**config.mk**
```make
export PLATFORM = sky130hd
export DESIGN_NAME = exp_controller
export DESIGN_NICKNAME = d
export VERILOG_FILES = /design/src/rtl/exp_controller.sv
export SDC_FILE = /design/constraint.sdc
export NUM_CORES = 1
export LEC_CHECK = 0
export ABC_AREA = 0
export BUFFER_PORTS_ARGS = -buffer_cell sky130_fd_sc_hd__buf_2
export CAP_MARGIN = 25
export CELL_PAD_IN_SITES_DETAIL_PLACEMENT = 0
export CELL_PAD_IN_SITES_GLOBAL_PLACEMENT = 2
export CORE_UTILIZATION = 27
export DETAILED_ROUTE_END_ITERATION = 6
export PLACE_DENSITY_LB_ADDON = 0.1
export SYNTH_ARGS = -nofsm -noshare
export SYNTH_HDL_FRONTEND = slang
export SYNTH_SLANG_ARGS = --single-unit
```
**constraint.sdc**
```tcl
create_clock -name clk -period 2.1 [get_ports clk]
set_input_delay 0.21 -clock clk [delete_from_list [all_inputs] [get_ports clk]]
set_output_delay 0.21 -clock clk [all_outputs]
set_load 0.1 [all_outputs]
```
**src/rtl/exp_controller.sv**
```systemverilog
// exp_controller -- control FSM for the series-evaluation datapath
//   distance = v * sum_k (x^2)^k * coef_k
// Sequences the datapath through INIT, then ACC / MUL_POW / MUL_ROM per term,
// and finishes with FINAL, which loads distance and sets the done flag.
//
// Parameters
//   TERM_LIMIT  maximum number of series terms accumulated (1..8)
// Optional feature
//   EXP_CTRL_ABORT_EN  adds the abort input. An abort cycle outside IDLE
//                      clears done, performs no load and returns to IDLE.
// Ports
//   clk, asyncRst        clock, synchronous active-high reset
//   start                run request, sampled in IDLE only
//   c                    datapath counter terminal flag (count == 7)
//   abort                cancel (EXP_CTRL_ABORT_EN only)
//   busy                 high in every state except IDLE
//   s_done, r_done       set / clear datapath done register
//   inc_counter, r_counter  counter increment / clear
//   load_pow             pow <- mult
//   select_mult          0 x*x, 1 rom*term, 2 pow*term, 3 exp*v
//   reset_to_one_term, load_term  term <- 1 / term <- mult
//   load_exp, r_exp      exp <- exp+term / exp <- 0
//   load_distance        distance <- mult
module exp_controller #(
  parameter int TERM_LIMIT = 8
) (
  input  logic       clk,
  input  logic       asyncRst,
  input  logic       start,
  input  logic       c,
`ifdef EXP_CTRL_ABORT_EN
  input  logic       abort,
`endif
  output logic       busy,
  output logic       s_done,
  output logic       r_done,
  output logic       inc_counter,
  output logic       r_counter,
  output logic       load_pow,
  output logic [1:0] select_mult,
  output logic       reset_to_one_term,
  output logic       load_term,
  output logic       load_exp,
  output logic       r_exp,
  output logic       load_distance
);

  localparam logic [3:0] LIM = 4'(TERM_LIMIT);

  typedef enum logic [2:0] {
    IDLE    = 3'd0,
    INIT    = 3'd1,
    ACC     = 3'd2,
    MUL_POW = 3'd3,
    MUL_ROM = 3'd4,
    FINAL   = 3'd5
  } state_e;

  state_e     state_q, state_d;
  logic [3:0] nterm_q, nterm_d;

  always_ff @(posedge clk) begin
    if (asyncRst) begin
      state_q <= IDLE;
      nterm_q <= 4'd0;
    end else begin
      state_q <= state_d;
      nterm_q <= nterm_d;
    end
  end

  always_comb begin
    state_d           = state_q;
    nterm_d           = nterm_q;
    busy              = 1'b0;
    s_done            = 1'b0;
    r_done            = 1'b0;
    inc_counter       = 1'b0;
    r_counter         = 1'b0;
    load_pow          = 1'b0;
    select_mult       = 2'd0;
    reset_to_one_term = 1'b0;
    load_term         = 1'b0;
    load_exp          = 1'b0;
    r_exp             = 1'b0;
    load_distance     = 1'b0;
    case (state_q)
      IDLE: begin
        if (start) state_d = INIT;
      end
      INIT: begin
        // pow <- x*x while clearing the accumulators; term starts at 1
        busy              = 1'b1;
        r_done            = 1'b1;
        r_counter         = 1'b1;
        r_exp             = 1'b1;
        reset_to_one_term = 1'b1;
        load_pow          = 1'b1;
        nterm_d           = 4'd0;
        state_d           = ACC;
      end
      ACC: begin
        busy     = 1'b1;
        load_exp = 1'b1;
        nterm_d  = nterm_q + 4'd1;
        // Counter terminal and term limit may coincide: single exit either way.
        if (c || ((nterm_q + 4'd1) == LIM)) state_d = FINAL;
        else                                state_d = MUL_POW;
      end
      MUL_POW: begin
        busy        = 1'b1;
        select_mult = 2'd2;
        load_term   = 1'b1;
        state_d     = MUL_ROM;
      end
      MUL_ROM: begin
        // ROM is addressed by the count before this cycle's increment
        busy        = 1'b1;
        select_mult = 2'd1;
        load_term   = 1'b1;
        inc_counter = 1'b1;
        state_d     = ACC;
      end
      FINAL: begin
        // Always returns to IDLE; a held start re-enters INIT the cycle after.
        busy          = 1'b1;
        select_mult   = 2'd3;
        load_distance = 1'b1;
        s_done        = 1'b1;
        state_d       = IDLE;
      end
      default: state_d = IDLE;
    endcase
`ifdef EXP_CTRL_ABORT_EN
    if (abort && (state_q != IDLE)) begin
      s_done            = 1'b0;
      inc_counter       = 1'b0;
      r_counter         = 1'b0;
      load_pow          = 1'b0;
      select_mult       = 2'd0;
      reset_to_one_term = 1'b0;
      load_term         = 1'b0;
      load_exp          = 1'b0;
      r_exp             = 1'b0;
      load_distance     = 1'b0;
      busy              = 1'b1;
      r_done            = 1'b1;
      nterm_d           = nterm_q;
      state_d           = IDLE;
    end
`endif
  end

endmodule

```
==> results of run 1 <==
==> placed cells by master, fill, tap and decap left out, types with 2 or more instances in the layout <==
| cell | count |
|---|---|
| sky130_fd_sc_hd__buf_2 | 11 |
| sky130_fd_sc_hd__dfxtp_1 | 6 |
| sky130_fd_sc_hd__buf_12 | 5 |
| sky130_fd_sc_hd__a21oi_1 | 4 |
| sky130_fd_sc_hd__nand2_1 | 3 |
| sky130_fd_sc_hd__nand3b_1 | 3 |
| sky130_fd_sc_hd__clkbuf_4 | 3 |
| sky130_fd_sc_hd__nor2b_4 | 2 |
| sky130_fd_sc_hd__nor3_1 | 2 |
| sky130_fd_sc_hd__a211oi_1 | 2 |
| sky130_fd_sc_hd__inv_1 | 2 |
==> sequential cells by signal, summed over array words and instances, names as in the netlist <==
register	cells
state_q	3
nterm_q	4
==> per-layer routing <==
| layer | up-vias | global-route usage (%) | part of all wire [%] |
|---|---|---|---|
| met3 | 0 | 6.38 | 7.0 |
| met1 | 198 | 13.6 | 50 |
| met2 | 15 | 16.7 | 43 |
| met4 | 0 | 5.45 | 0 |
| li1 | 215 | - | - |
| met5 | - | 0 | 0 |
==> cell usage after synthesis (all sizes together), types with 2 or more instances <==
master and instances:
inv 3, dfxtp 7, nand2 3, nor2b 3, nor3 2, nand3b 3, a211oi 3, a21oi 5
clkbuf 2, buf 5
==> power groups by stage <==
stage / clock network (mW) / registers [mW] / logic (mW)
after floorplan: 0 / 0.150 / 0.190
after global placement: 0 / 0.153 / 0.239
after detailed placement: 0 / 0.154 / 0.239
after CTS: 0.128 / 0.151 / 0.239
after global routing: 0.139 / 0.152 / 0.247
final: 0.122 / 0.151 / 0.238
==> cell type report <==
cell class | count | area share, %
sequential | 7 | 21.8
timing repair buffer | 17 | 25.0
multi-input combinational | 36 | 43.7
tap | 16 | 3.08
clock buffer | 4 | 4.05
inverter | 3 | 2.31
==> path summary, 6_finish.rpt <==
kind                                                end  slack, ns  depth (start not counted)
worst min register to register  nterm_q[3]$_SDFFE_PP0P_       0.48                          1
worst max register to register  nterm_q[2]$_SDFFE_PP0P_       0.45                          4
worst min-delay path            nterm_q[3]$_SDFFE_PP0P_       0.21                          2
worst max-delay path                          load_term       0.21                          4
==> logic make-up (layout without fill, tap and decap cells) <==
family | after synthesis | count (layout) | share of synthesized area, %
compound gates | 15 | 15 | 24.0
fa+ha+maj | 1 | 1 | 2.72
buf+inv | 10 | 24 | 12.5
flops | 7 | 7 | 30.5
mux | 2 | 2 | 4.63
simple gates | 18 | 18 | 25.6
==> worst max-delay path, stage by stage (launching register included) <==
cell and delay [ns]:
sky130_fd_sc_hd__dfxtp_1 0.50, sky130_fd_sc_hd__nor2b_4 0.27, sky130_fd_sc_hd__nor2b_4 0.16, sky130_fd_sc_hd__a21o_2 0.08, sky130_fd_sc_hd__buf_2 0.41
==> results.env, run 1 <==
STATUS='finished, final reports clean'
PLACEMENT.CELL_AREA_UM2=623
FINAL_CORE_UTIL_PCT=42.1
INITIALDRTVIOLATIONCOUNT=9
DIE-AREA_UM2=1870
FINAL_AREA_UM2=649
SWITCHING_SHARE_PCT=45.6
HPWLAFTERDP_UM=706
TYPE_OF_THE_SETUP_PATH_WITH_THE_LEAST_SLACK='flip-flop to output port'
SHARE_SEQ_OF_TOTAL_POWER_PCT=29.5
CLOCK-ROOT-BUFFER='sky130_fd_sc_hd__clkbuf_4'
FRACTION_OF_SYNTHESIZED_CELL_AREA_TAKEN_BY_THE_TOP_AREA_CELL_TYPE_PCT=30.5
GRT_SETUP_UNREPAIRED='false'
INTERNAL_POWER_mW=0.278
H-TREE-DEPTH=1
WORST_SKEW_PAIR.LATE_LATENCY_NS=0.25
R2R-START='state_q[2]$_SDFFE_PP0P_'
FLOORPLAN.ROWS=14
GLOBALROUTE.TOTALOVERFLOW=0
CLK_TRANSITION_REPORTED_PATHS_NS=0.05
SYN_INST=53
SYNTH-EDFF-COUNT=0
GLOBALROUTETOTALUTIL_PCT=11.5
VIAS_PER_CELL=5.16
SYNTHESIS.YOSYS.WARNINGS=0
POSTROUTEANTENNANETS=0
POSTSYNTH.TOPFLOPCELL='sky130_fd_sc_hd__dfxtp_1'
FINALCRITPERIODSHARE_PCT=89.9
TRITONCTS='done'
NUM-FILL-CELLS=150
SETUP_VIOL=0
POST_CTS_RESIZE_COUNT=0
GP_CONGESTION=0.693
DRC=0
PWR-SHARE-COMB_PCT=46.6
PEAKVDDDROP_uV=350
VIA_COUNT=428
REGISTER_AREA_UM2=141
FP.DIEW_UM=43.2
CLK_PWR_SHARE_PCT=23.8
MAXIMUM_ROOT_TO_SINK_BUFFER_COUNT=2
WORSTPATHMAXFANOUT=8
P_SWITCHING_mW=0.233
DP.CELLS=79
HOLD_VIOL_FINAL=0
LARGEST_AREA_CONTRIBUTOR_IN_THE_SYNTHESIZED_NETLIST='sky130_fd_sc_hd__dfxtp_1'
CP_DATA_ARRIVAL_TIME_NS=1.68
PORT_BUFFERS=16
TRITONROUTE_PASS_1_ITERS=4
CTS-BUFFERS-INSERTED=3
POWER_LEAKAGE_nW=0.271
ROUTEDWLPERCELL_UM=11.4
NNETSFINAL=73
HOLDBUFCOUNTCTS=0
GRT_FIRST_PASS_WIRELENGTH_UM=1570
TIMING.SETUP.TNS_NS=0
WORST_PIN_SLEW_NS=0.487
NUMBER_OF_STANDARD_CELLS_IN_THE_LAYOUT_TAPS_IN_AND_FILLERS_OUT=83
TIMING.MAX_SLEW.REL_SLACK_PCT=67.7
GRT_ANTENNA_BEFORE_REPAIR=0
POSTCTSSETUPBUFFERS=0
ENDPOINT_REQUIRED_TIME_ON_THE_CRITICAL_PATH_NS=1.89
YS_TOP_CELLS_BY_AREA='sky130_fd_sc_hd__dfxtp_1 31%, sky130_fd_sc_hd__buf_4 8.2%, sky130_fd_sc_hd__a21oi_1 5.4%, sky130_fd_sc_hd__nand3b_1 4.9%, sky130_fd_sc_hd__nor2b_1 4.1%'
FIRST_GLOBAL_VIAS=362
DIEHEIGHT_UM=43.2
POWER-PER-CELL-AREA_nW_PER_UM2=786
LAYOUT-DRIVE-GT1-SHARE_PCT=49.3
MIN_PERIOD_NS=1.89
INSERTED_DIODES=0
WHS_NS=0.214
START_KIND='flip-flop'
SYNTH_CELL_TYPES=29
YOSYS_REGISTER_BITS=7
ASYNC_FLOP_SHARE_PCT=0
SYN_AREA_PER_CELL_UM2=8.66
SKEW_NS=0.00443
DRT_WL_TOTAL_UM=946
FINAL-MAX-SLEW-VIOLATION-COUNT=0
MAXIMUM_NUMBER_OF_PINS_ON_ONE_NET_BEFORE_GLOBAL_ROUTE_REPAIR=11
HP-CLASS='input pin to flip-flop'
SYNTH.NET_COUNT=58
AREA.GROWTH.SYNTH_TO_FINAL_PCT=41.4
POST_SYNTH_INSTANCE_AREA_UM2=459
DRV_CAP=0
MIN-DELAY-START='asyncRst'
CTS_NUM_SINKS=7
INITIAL_CORE_UTIL_PCT=29.8
IO_PINS=17
CRITICAL_PATH.STARTPOINT='state_q[2]$_SDFFE_PP0P_'
TOTAL_POWER_mW=0.510
CP-END-KIND='output port'
SYNTH.YOSYS.SEQ_AREA_SHARE_PCT=30.5
PRECTSSETUPSLACK_NS=0.458
CORE_AREA_UM2=1540
SETUP_WS_NS=0.213
MULTI_INPUT_COMB_AREA_UM2=284
MAX_CLOCK_FREQ_GHz=0.530
Note: power is estimated with default switching activity, not from simulation.
==> inputs of run 2 (changes only) <==
- CORE_UTILIZATION: 27 -> 25
- clock period: 2.1 -> 2.05 ns (I/O delays scaled with it)
==> results.env, run 2 (synthesis gave the netlist of run 1 again) <==
TIMING.MAX_SLEW.REL_SLACK_PCT=67.8
VIA_COUNT=421
HP-CLASS='input pin to flip-flop'
INITIAL_CORE_UTIL_PCT=26.6
GP_CONGESTION=0.643
DIEHEIGHT_UM=44.9
MIN_PERIOD_NS=1.87
GRT_SETUP_UNREPAIRED='false'
LARGEST_REGISTER='nterm_q'
WORST_PIN_SLEW_NS=0.487
SETUP_VIOL=0
HOLD_VIOL_FINAL=0
WORSTPATHMAXFANOUT=8
DRV_CAP=0
GLOBALROUTETOTALUTIL_PCT=12.0
CTS_NUM_SINKS=7
ENDPOINT_REQUIRED_TIME_ON_THE_CRITICAL_PATH_NS=1.85
PORT_BUFFERS=16
TYPE_OF_THE_SETUP_PATH_WITH_THE_LEAST_SLACK='flip-flop to output port'
MAXIMUM_NUMBER_OF_PINS_ON_ONE_NET_BEFORE_GLOBAL_ROUTE_REPAIR=12
REG.LARGEST.LIST='nterm_q (4), state_q (3)'
CP_DATA_ARRIVAL_TIME_NS=1.67
FLOORPLAN.ROWS=15
CRITICAL_PATH_CELL_LIST='or3b_2, clkinvlp_4, buf_12'
TIMING.SETUP.TNS_NS=0
CTS-BUFFERS-INSERTED=3
TRITONROUTE_PASS_1_ITERS=3
AREA.GROWTH.SYNTH_TO_FINAL_PCT=47.4
POSTROUTEANTENNANETS=0
START_KIND='flip-flop'
PEAKVDDDROP_uV=361
MAXIMUM_ROOT_TO_SINK_BUFFER_COUNT=2
HPWLAFTERDP_UM=772
DIE-AREA_UM2=2010
POWER-PER-CELL-AREA_nW_PER_UM2=779
MOSTFREQUENTLAYOUTCELL='sky130_fd_sc_hd__buf_2'
FINAL-MAX-SLEW-VIOLATION-COUNT=0
CPPEAKSTAGEDELAY_NS=0.57
CORE_AREA_UM2=1730
WORST_SKEW_PAIR.LATE_LATENCY_NS=0.25
FP.DIEW_UM=44.9
FINALCRITPERIODSHARE_PCT=91.3
FIRST_GLOBAL_VIAS=379
DRC=0
LAYOUT.CELLS.MOST_COMMON_LIST='11 x sky130_fd_sc_hd__buf_2, 6 x sky130_fd_sc_hd__dfxtp_1, 5 x sky130_fd_sc_hd__buf_12'
SKEW_NS=0.00271
HOLDBUFCOUNTCTS=0
ROUTEDWLPERCELL_UM=10.4
H-TREE-DEPTH=1
MAX_CLOCK_FREQ_GHz=0.534
LAYOUT-DRIVE-GT1-SHARE_PCT=51.5
INITIALDRTVIOLATIONCOUNT=1
GRT_FIRST_PASS_WIRELENGTH_UM=1710
INSERTED_DIODES=0
TOTAL_POWER_mW=0.527
DRT_WL_TOTAL_UM=971
IO_PINS=17
TRITONCTS='done'
LARGEST_REGISTER_FFS=4
POST_CTS_RESIZE_COUNT=0
GLOBALROUTE.TOTALOVERFLOW=0
POWER_LEAKAGE_nW=0.279
NNETSFINAL=74
POSTCTSSETUPBUFFERS=0
GRT_ANTENNA_BEFORE_REPAIR=0
VIAS_PER_CELL=4.53
CLOCK-ROOT-BUFFER='sky130_fd_sc_hd__clkbuf_4'
CLK_TRANSITION_REPORTED_PATHS_NS=0.05
STATUS='finished, final reports clean'
WHS_NS=0.220
TIMING.CRITICAL_PATH.SLOWEST_STAGE_CELL='sky130_fd_sc_hd__or3b_2'
CP-END-KIND='output port'
[run 2: critical path: cells and delay by family (launching register included)]
family	cells	cell delay, ns
buffers and inverters	2	0.45
flip-flops	1	0.40
AND/OR/NAND/NOR	1	0.57
[run 2: worst paths after layout]
path | from | endpoint | slack, ns | depth (start not counted)
hold / removal | start | state_q[0]$_SDFFE_PP0P_ | 0.22 | 3
setup reg to reg | state_q[2]$_SDFFE_PP0P_ | nterm_q[2]$_SDFFE_PP0P_ | 0.46 | 4
hold reg to reg | nterm_q[3]$_SDFFE_PP0P_ | nterm_q[3]$_SDFFE_PP0P_ | 0.50 | 1
setup / recovery | state_q[2]$_SDFFE_PP0P_ | r_counter | 0.18 | 3
[run 2: per-stage QoR]
step | cell area (um2) | util, % | instances | worst slack (ns)
4_1_cts | 677 | 39.2 | 93 | 0.158
3_5_place_dp | 651 | 37.7 | 89 | 0.435
2_1_floorplan | 504 | - | 53 | -0.344
3_3_place_gp | 651 | 37.7 | 89 | 0.440
6_report | 677 | 39.2 | 93 | 0.179
5_1_grt | 677 | 39.2 | 93 | 0.0960
[run 2: area by class of cell]
class | instances | area [um2]
fill | 189 | 1050
multi-input combinational | 36 | 293
timing repair buffer | 18 | 170
sequential | 7 | 141
tap | 25 | 31.3
clock buffer | 4 | 26.3
inverter | 3 | 15.0
[run 2: report_power, final]
group	internal (mW)	switching, mW
clock network	0.0743	0.0509
registers	0.143	0.0103
logic	0.0705	0.178
[run 2: metal layers]
layer  routed length [um]  GRT usage (%)  vias to the layer above  part of all wire [%]
li1                     -              -                      220                     -
met1                  468           15.1                      185                    48
met2                  448           17.9                       14                    46
met3                   49           2.40                        2                   5.0
met4                    5           9.09                        0                  0.51
met5                    0              0                        -                     0
==> inputs of run 3 (changes only) <==
--- a/config.mk
+++ b/config.mk
@@ -7,3 +7,3 @@
 export LEC_CHECK = 0
-export ABC_AREA = 0
+export ABC_AREA = 1
 export BUFFER_PORTS_ARGS = -buffer_cell sky130_fd_sc_hd__buf_2
@@ -12,3 +12,3 @@
 export CELL_PAD_IN_SITES_GLOBAL_PLACEMENT = 2
-export CORE_UTILIZATION = 25
+export CORE_UTILIZATION = 22
 export DETAILED_ROUTE_END_ITERATION = 6
--- a/constraint.sdc
+++ b/constraint.sdc
@@ -3,2 +3,2 @@
 set_output_delay 0.205 -clock clk [all_outputs]
-set_load 0.1 [all_outputs]
+set_load 0.05 [all_outputs]
==> results.env, run 3 <==
FINALCRITPERIODSHARE_PCT=74.9
GLOBALROUTETOTALUTIL_PCT=10.1
DRT_WL_TOTAL_UM=904
HPWLAFTERDP_UM=766
STATUS='finished, final reports clean'
POWER_LEAKAGE_nW=0.296
SYNTH_CELL_TYPES=15
FINAL-MAX-SLEW-VIOLATION-COUNT=0
TRITONCTS='done'
SYNTH.NET_COUNT=68
VIAS_PER_CELL=4.12
SYNTH-EDFF-COUNT=0
TRITONROUTE_PASS_1_ITERS=3
DRV_CAP=0
SYN_AREA_PER_CELL_UM2=6.73
INITIALDRTVIOLATIONCOUNT=9
GLOBALROUTE.TOTALOVERFLOW=0
DRC=0
INITIAL_CORE_UTIL_PCT=24.0
AREA.GROWTH.SYNTH_TO_FINAL_PCT=23.6
ROUTEDWLPERCELL_UM=8.78
WHS_NS=0.169
LARGEST_REGISTER_FFS=4
NNETSFINAL=84
H-TREE-DEPTH=1
CORE_AREA_UM2=1760
CTS-BUFFERS-INSERTED=3
POST_CTS_RESIZE_COUNT=0
CLOCK-ROOT-BUFFER='sky130_fd_sc_hd__clkbuf_4'
FP.DIEW_UM=45.9
SYNTHESIS.YOSYS.WARNINGS=0
LARGEST_AREA_CONTRIBUTOR_IN_THE_SYNTHESIZED_NETLIST='sky130_fd_sc_hd__dfxtp_1'
CTS_NUM_SINKS=7
SYNTH.MOST_COMMON_CELL='sky130_fd_sc_hd__nand2_1'
POSTCTSSETUPBUFFERS=0
LAYOUT-DRIVE-GT1-SHARE_PCT=35.9
FRACTION_OF_SYNTHESIZED_CELL_AREA_TAKEN_BY_THE_TOP_AREA_CELL_TYPE_PCT=33.0
NUMBER_OF_STANDARD_CELLS_IN_THE_LAYOUT_TAPS_IN_AND_FILLERS_OUT=103
TIMING.SETUP.TNS_NS=0
WORSTPATHMAXFANOUT=4
TIMING.MAX_SLEW.REL_SLACK_PCT=83.3
SYN_INST=63
CRITICAL_PATH_CELL_LIST='inv_2, nand2_1, nor2_1, inv_1, nand4_1, buf_2'
CLK_TRANSITION_REPORTED_PATHS_NS=0.05
GRT_FIRST_PASS_WIRELENGTH_UM=1440
DP.CELLS=99
ENDPOINT_REQUIRED_TIME_ON_THE_CRITICAL_PATH_NS=1.85
MAXIMUM_NUMBER_OF_PINS_ON_ONE_NET_BEFORE_GLOBAL_ROUTE_REPAIR=9
HOLDBUFCOUNTCTS=0
PORT_BUFFERS=16
MIN_PERIOD_NS=1.54
POSTROUTEANTENNANETS=0
REG.LARGEST.LIST='nterm_q (4), state_q (3)'
TIMING.CRITICAL_PATH.SLOWEST_STAGE_CELL='sky130_fd_sc_hd__dfxtp_1'
WORST_PIN_SLEW_NS=0.252
YS_TOP_CELLS_BY_AREA='sky130_fd_sc_hd__dfxtp_1 33%, sky130_fd_sc_hd__nand2_1 12%, sky130_fd_sc_hd__buf_4 8.8%, sky130_fd_sc_hd__nand3_1 8.3%, sky130_fd_sc_hd__inv_1 7.1%'
CP-END-KIND='output port'
CPPEAKSTAGEDELAY_NS=0.32
R2R_SLACK_NS=0.94
ASYNC_FLOP_SHARE_PCT=0
PRECTSSETUPSLACK_NS=0.762
SETUP_VIOL=0
MAXIMUM_ROOT_TO_SINK_BUFFER_COUNT=2
DIEHEIGHT_UM=45.9
START_KIND='flip-flop'
POSTSYNTH.TOPFLOPCELL='sky130_fd_sc_hd__dfxtp_1'
FINAL_CORE_UTIL_PCT=29.7
FLOORPLAN.ROWS=15
MAX_CLOCK_FREQ_GHz=0.651
INSERTED_DIODES=0
WORST_SKEW_PAIR.LATE_LATENCY_NS=0.26
DIE-AREA_UM2=2110
MOSTFREQUENTLAYOUTCELL='sky130_fd_sc_hd__buf_2'
FIRST_GLOBAL_VIAS=364
IO_PINS=17
GRT_ANTENNA_BEFORE_REPAIR=0
GRT_SETUP_UNREPAIRED='false'
SYNTH.YOSYS.SEQ_AREA_SHARE_PCT=33.0
POST_SYNTH_INSTANCE_AREA_UM2=424
LARGEST_REGISTER='nterm_q'
SKEW_NS=0.00471
TYPE_OF_THE_SETUP_PATH_WITH_THE_LEAST_SLACK='flip-flop to output port'
YOSYS_REGISTER_BITS=7
SETUP_WS_NS=0.514
HOLD_VIOL_FINAL=0
HP-CLASS='input pin to flip-flop'
POWER-PER-CELL-AREA_nW_PER_UM2=788
PEAKVDDDROP_uV=209
LAYOUT.CELLS.MOST_COMMON_LIST='16 x sky130_fd_sc_hd__buf_2, 14 x sky130_fd_sc_hd__nand2_1, 8 x sky130_fd_sc_hd__inv_1'
GP_CONGESTION=0.669
MOST_NUMEROUS_CELL_TYPES_IN_THE_SYNTHESIZED_NETLIST='14 x sky130_fd_sc_hd__nand2_1, 8 x sky130_fd_sc_hd__inv_1, 7 x sky130_fd_sc_hd__dfxtp_1, 7 x sky130_fd_sc_hd__nand3_1'
VIA_COUNT=424
CP_DATA_ARRIVAL_TIME_NS=1.33
[run 3: cell type report]
class                           instances  area [um2]
Timing Repair Buffer                   16        80.1
Sequential cell                         7         140
Clock buffer                            4        26.3
Multi-Input combinational cell         38         198
Fill cell                             217        1240
Tap cell                               25        31.3
Inverter                               13        48.8
[run 3: path summary, 6_finish.rpt]
check	from	cells after the start	end
hold reg to reg	nterm_q[3]$_SDFFE_PP0P_	2	nterm_q[3]$_SDFFE_PP0P_
setup / recovery	state_q[1]$_SDFFE_PP0P_	6	busy
hold / removal	asyncRst	2	nterm_q[1]$_SDFFE_PP0P_
setup reg to reg	nterm_q[0]$_SDFFE_PP0P_	7	state_q[2]$_SDFFE_PP0P_
[run 3: critical path, delay by kind of cell, from the launching register on]
kind / cells / cell delay [ns]
buffers and inverters: 3 / 0.46
flip-flops: 1 / 0.32
AND/OR/NAND/NOR: 3 / 0.29
[run 3: cells by family (layout without fill, tap and decap cells)]
kind of cell               Yosys count  in the layout  share of synthesized area (%)
AOI/OAI and AO/OA                    9              9                           11.5
adders and majority gates            1              1                           2.95
buffers and inverters               18             33                           20.4
DFF                                  7              7                           33.0
and+or+nand+nor                     28             28                           32.2
[run 3: routing by layer]
| layer | vias to the layer above | GRT usage (%) | routed length [um] |
|---|---|---|---|
| met2 | 19 | 14.9 | 372 |
| met3 | 5 | 3.97 | 78 |
| met5 | - | 0 | 0 |
| met1 | 176 | 11.1 | 423 |
| met4 | 0 | 8.82 | 30 |
| li1 | 224 | - | - |
[run 3: through the flow]
| step | power, mW | instance area, um2 |
|---|---|---|
| finish | 0.413 | 524 |
| detailed placement | 0.291 | 498 |
| floorplan | 0.271 | 424 |
| global placement | 0.293 | 498 |
| global route | 0.440 | 524 |
| CTS | 0.421 | 524 |
[run 3: where the power goes]
group	switching (mW)	total (mW)	internal, mW	leakage (nW)
clock network	0.0528	0.127	0.0744	0.0150
registers	0.00639	0.149	0.143	0.0569
logic	0.107	0.137	0.0295	0.224
